===== config.mk =====
export PLATFORM = sky130hd
export DESIGN_NAME = xbus_master
export DESIGN_NICKNAME = d
export VERILOG_FILES = /design/src/rtl/xbus_master.sv
export SDC_FILE = /design/constraint.sdc
export NUM_CORES = 1
export LEC_CHECK = 0
export ABC_AREA = 1
export ABC_CLOCK_PERIOD_IN_PS = 2300
export CORE_MARGIN = 4
export CORE_UTILIZATION = 42
export DETAILED_ROUTE_END_ITERATION = 8
export PLACE_DENSITY_LB_ADDON = 0.08
export SKIP_LAST_GASP = 1
export SLEW_MARGIN = 20
export SYNTH_ARGS = -nofsm -noshare
export SYNTH_HDL_FRONTEND = slang
export SYNTH_SLANG_ARGS = --single-unit

===== constraint.sdc =====
create_clock -name clk -period 2.3 [get_ports clk]
set_clock_uncertainty 0.2 [all_clocks]
set_input_delay 0.46 -clock clk [delete_from_list [all_inputs] [get_ports clk]]
set_output_delay 0.46 -clock clk [all_outputs]
set_load 0.01 [all_outputs]

===== src/rtl/xbus_master.sv =====
// CPU-side xbus initiator: one load/store per transaction, one-hot slot select,
// byte-lane steering on writes and aligned, extended read data on loads.
`ifndef XDATAW
`define XDATAW 32
`endif
`ifndef XBYTEC
`define XBYTEC 4
`endif
`ifndef XADDRW
`define XADDRW 16
`endif

// state | meaning
// IDLE  | waiting for cpu_req; latches the request and checks for faults
// ISSUE | chip select, strobes, address and write data on the bus
// WAIT  | read chip select held while the wait counter runs down
// RESP  | one-cycle cpu_ready (and cpu_error on a fault); bus idle
module xbus_master #(
  parameter int          N_SLV   = 4,
  parameter logic [31:0] IO_BASE = 32'h0000_F000,
  parameter int          RD_WAIT = 0
) (
  input  logic                      clk,
  input  logic                      rst,
  input  logic                      cpu_req,
  input  logic                      cpu_we,
  input  logic [1:0]                cpu_size,
  input  logic                      cpu_unsigned,
  input  logic [31:0]               cpu_addr,
  input  logic [31:0]               cpu_wdata,
  output logic [31:0]               cpu_rdata,
  output logic                      cpu_ready,
  output logic                      cpu_error,
  output logic [N_SLV-1:0]          xbus_cs,
  output logic                      xbus_we,
  output logic [`XBYTEC-1:0]        xbus_be,
  output logic [`XADDRW-1:0]        xbus_addr,
  output logic [`XDATAW-1:0]        xbus_wdata,
  input  logic [N_SLV*`XDATAW-1:0]  xbus_rdata
);

  typedef enum logic [1:0] {IDLE, ISSUE, WAIT, RESP} state_t;

  localparam logic [2:0] WAIT_LOAD = (RD_WAIT > 0) ? 3'(RD_WAIT - 1) : 3'd0;

  state_t      state;
  logic [2:0]  wait_cnt;
  logic        we_q;
  logic        uns_q;
  logic [1:0]  size_q;
  logic [1:0]  ofs_q;
  logic [3:0]  idx_q;
  logic        fault;
  logic [3:0]  be_next;
  logic [31:0] wdata_next;
  logic [31:0] slot_word;

  function automatic logic [31:0] extract(input logic [31:0] word, input logic [1:0] ofs,
                                          input logic [1:0] size, input logic uns);
    logic [31:0] sh;
    sh = word >> {ofs, 3'b000};
    case (size)
      2'b00:   extract = uns ? {24'h0, sh[7:0]} : {{24{sh[7]}}, sh[7:0]};
      2'b01:   extract = uns ? {16'h0, sh[15:0]} : {{16{sh[15]}}, sh[15:0]};
      default: extract = sh;
    endcase
  endfunction

  always_comb begin
    fault = 1'b0;
    if (cpu_size == 2'b11) fault = 1'b1;
    if (cpu_size == 2'b01 && cpu_addr[0]) fault = 1'b1;
    if (cpu_size == 2'b10 && cpu_addr[1:0] != 2'b00) fault = 1'b1;
    if (cpu_addr[31:12] != IO_BASE[31:12]) fault = 1'b1;
    if (32'(cpu_addr[11:8]) >= N_SLV) fault = 1'b1;
  end

  always_comb begin
    be_next    = 4'b0000;
    wdata_next = cpu_wdata;
    case (cpu_size)
      2'b00: begin
        be_next    = 4'b0001 << cpu_addr[1:0];
        wdata_next = {4{cpu_wdata[7:0]}};
      end
      2'b01: begin
        be_next    = 4'b0011 << cpu_addr[1:0];
        wdata_next = {2{cpu_wdata[15:0]}};
      end
      default: be_next = 4'b1111;
    endcase
    if (!cpu_we) be_next = 4'b0000;
  end

  // Out-of-range slots never reach ISSUE, so unmatched indices can read as zero.
  always_comb begin
    slot_word = '0;
    for (int i = 0; i < N_SLV; i++)
      if (idx_q == 4'(i)) slot_word = xbus_rdata[i*32 +: 32];
  end

  always_ff @(posedge clk) begin
    if (rst) begin
      state      <= IDLE;
      wait_cnt   <= '0;
      we_q       <= 1'b0;
      uns_q      <= 1'b0;
      size_q     <= 2'b00;
      ofs_q      <= 2'b00;
      idx_q      <= 4'h0;
      cpu_rdata  <= '0;
      cpu_ready  <= 1'b0;
      cpu_error  <= 1'b0;
      xbus_cs    <= '0;
      xbus_we    <= 1'b0;
      xbus_be    <= '0;
      xbus_addr  <= '0;
      xbus_wdata <= '0;
    end else begin
      cpu_ready <= 1'b0;
      cpu_error <= 1'b0;
      case (state)
        IDLE: begin
          if (cpu_req) begin
            we_q   <= cpu_we;
            uns_q  <= cpu_unsigned;
            size_q <= cpu_size;
            ofs_q  <= cpu_addr[1:0];
            idx_q  <= cpu_addr[11:8];
            if (fault) begin
              state     <= RESP;
              cpu_ready <= 1'b1;
              cpu_error <= 1'b1;
              cpu_rdata <= '0;
            end else begin
              state      <= ISSUE;
              xbus_cs    <= N_SLV'(1) << cpu_addr[11:8];
              xbus_we    <= cpu_we;
              xbus_be    <= be_next;
              xbus_addr  <= cpu_addr[`XADDRW-1:0];
              xbus_wdata <= wdata_next;
            end
          end
        end
        ISSUE: begin
          if (!we_q && RD_WAIT > 0) begin
            state    <= WAIT;
            wait_cnt <= WAIT_LOAD;
          end else begin
            state     <= RESP;
            cpu_ready <= 1'b1;
            cpu_rdata <= we_q ? 32'h0 : extract(slot_word, ofs_q, size_q, uns_q);
            xbus_cs   <= '0;
            xbus_we   <= 1'b0;
            xbus_be   <= '0;
          end
        end
        WAIT: begin
          if (wait_cnt == 3'd0) begin
            state     <= RESP;
            cpu_ready <= 1'b1;
            cpu_rdata <= extract(slot_word, ofs_q, size_q, uns_q);
            xbus_cs   <= '0;
            xbus_we   <= 1'b0;
            xbus_be   <= '0;
          end else begin
            wait_cnt <= wait_cnt - 3'd1;
          end
        end
        RESP:    state <= IDLE;
        default: state <= IDLE;
      endcase
    end
  end

endmodule


==> results of run 1 <==
==> critical path, cell delays in order <==
cell	delay, ns
clkdlybuf4s50_1	0.44
inv_2	0.10
nand4_1	0.13
nor3_1	0.20
buf_4	0.15
nand3_4	0.10
nor2_4	0.22
clkbuf_16	0.23
nor2_1	0.05
a211oi_1	0.17
==> synthesized netlist by cell type, drive strengths merged, types with 2 or more instances <==
library cell / number
a211oi: 49
a21oi: 88
a221oi: 8
buf: 35
clkbuf: 25
dfxtp: 106
ha: 7
inv: 85
nand2: 213
nand3: 123
nand3b: 7
nand4: 26
nor2: 129
nor3: 20
nor3b: 2
o211ai: 2
o21ai: 26
o21bai: 6
or2: 11
==> path summary, 6_finish.rpt <==
check                startpoint              to  slack [ns]
setup reg to reg       idx_q[2]   cpu_rdata[13]        0.13
setup / recovery   cpu_addr[11]  xbus_wdata[12]        0.11
hold reg to reg   cpu_rdata[14]   cpu_rdata[14]        0.26
hold / removal    cpu_rdata[14]   cpu_rdata[14]        0.26
==> power by group through the flow <==
stage,registers [mW],clock network [mW],logic [mW]
after floorplan,2.14,0,1.84
after global placement,2.10,0,3.06
after detailed placement,2.11,0,3.09
after CTS,2.07,1.68,3.10
after global routing,2.09,1.74,3.50
final,2.07,1.65,3.18
==> per-layer routing <==
metal / vias to the layer above / wire, um / GRT usage
li1: 3852 / - / -
met1: 3511 / 9440 / 0.313
met2: 297 / 11800 / 0.479
met3: 55 / 1870 / 0.0661
met4: 0 / 803 / 0.0974
met5: - / 0 / 0
==> layout make-up <==
cell class	count	area, um2
clock buffer	10	239
clock inverter	6	82.6
fill	1283	4610
inverter	86	330
multi-input combinational	719	3670
sequential	106	2120
tap	184	230
timing repair buffer	345	3400
==> registers in the layout, indices dropped and copies added, names as in the netlist, 2 cells and up <==
signal,flops
xbus_wdata,32
xbus_addr,16
ofs_q,2
state,2
xbus_cs,4
idx_q,4
size_q,2
cpu_rdata,32
xbus_be,4
wait_cnt,3
==> what timing repair did <==
item / 4_1_cts / 5_1_grt
buffers inserted: 0 / 2
endpoints found under the setup margin: 0 / 36
gates resized for setup: 0 / 11
==> through the flow <==
step / total power, mW / std cells / hold WS (ns) / area (um2)
final: 6.90 / 1456 / 0.263 / 10100
after global routing: 7.33 / 1456 / 0.287 / 10100
after detailed placement: 5.20 / 1436 / 0.254 / 9670
after global placement: 5.16 / 1436 / 0.251 / 9670
after floorplan: 3.98 / 970 / 0.240 / 6380
after CTS: 6.85 / 1452 / 0.266 / 10000
==> logic make-up after synthesis <==
logic type               synth area share
AND/OR/NAND/NOR                     0.386
AO/OA/AOI/OAI                       0.170
buffers and inverters              0.0982
flip-flops                          0.332
adder cells (fa/ha/maj)            0.0137
==> metrics.txt, run 1 <==
status complete, no violations; Max Freq 457 MHz; DRC errors left 0; final hold violation count 0; hold depth 2; # H-tree levels 3; slew margin rel. 0.736; Post-synth ARST share 0; Seq/Total Area, Yosys 0.332; die area 17200 um2; Critical Path Fanout Max 16; CTS Sinks 106; vias in the first global route 7665; Clk Latency, worst-skew pair 0.35 ns; Post-Syn Area 6380 um2; Sw Share 0.392; post-layout minimum cycle time 2.19 ns; total wire length 23900 um; area leader, netlist dfxtp_1; vias 7715; commonest non-fill, non-tap cell in the layout clkdlybuf4s50_1; commonest non-fill, non-tap cells in the layout clkdlybuf4s50_1 (287), nand2_1 (201), nor2_1 (120); Worst setup EP type register; # IOs 290; Max-cap violations 0; drt first pass iters 7; startpoint types primary input; CTS Buffer Depth 2; HPWL after DPL 18900 um; cts hold-fix bufs 0; Seq pwr share 0.300; actual slew at the worst max-slew pin 0.392 ns; largest net degree at the start of global routing 45; clock-pin slew on the worst setup and hold paths 0.08 ns; Util after Layout 0.686; unique cell type count in the Yosys netlist 37; Power Density 684 nW/um2; Die W 131 um; # setup viols final 0; P_int 4.19 mW; Post-Synthesis Cells 970; syn_area_per_cell 6.58 um2; Final Max Slew Viols 0; DIE HEIGHT 131 um; warnings from Yosys 0; CTS Buf Count 9; drt initial violations 451; Comb pwr share 0.461; post-synthesis register bit count 106; largest cells by area after synthesis dfxtp_1 (33%), nand2_1 (12%), nand3_1 (9.0%); Post-synth EDFFs 0; Psw 2.71 mW; PortBufs 289; area delta synth->final 57.9%; R2R cell count 11; initial core utilization 0.434; GRT Util Overall 0.268; Setup CP Type in2reg; RSZ-0062 raised after global routing true; Clock Tree Root clkbuf_16; part of the cycle the worst path needs 0.951; Final Worst Setup Slack 0.112 ns; net count reported at finish 1473; GR Overflow Total 0; num rows 44; Routability Congestion 0.930; Avg WL per Cell 16.4 um; worst min-delay path category reg2reg; total core area 14700 um2; CTS tree yes; Syn Nets 1176; Pleak 4.03 nW; number of vias per cell 5.30; Main synth FF type dfxtp_1; ant diodes 0; worst path required time 2.37 ns; global-route wire length before repair 38300 um; Worst Path Arrival 2.26 ns; layout cells sized above 1 0.0991; pre-CTS WS -0.261 ns; Post-DRT Antenna Nets 0; setup TNS 0 ns; Max VDD drop 0.000409 V; Synth top area share 0.332; clock share of power 0.240; initial antenna violation count 0
Power figures use the tool's default switching activity.
==> run 2, diff against run 1 <==
--- a/config.mk
+++ b/config.mk
@@ -6,7 +6,6 @@
 export NUM_CORES = 1
 export LEC_CHECK = 0
 export ABC_AREA = 1
-export ABC_CLOCK_PERIOD_IN_PS = 2300
 export CORE_MARGIN = 4
 export CORE_UTILIZATION = 42
 export DETAILED_ROUTE_END_ITERATION = 8
==> results of run 2 <==
Final layout, timing and power as in run 1 (identical DEF).
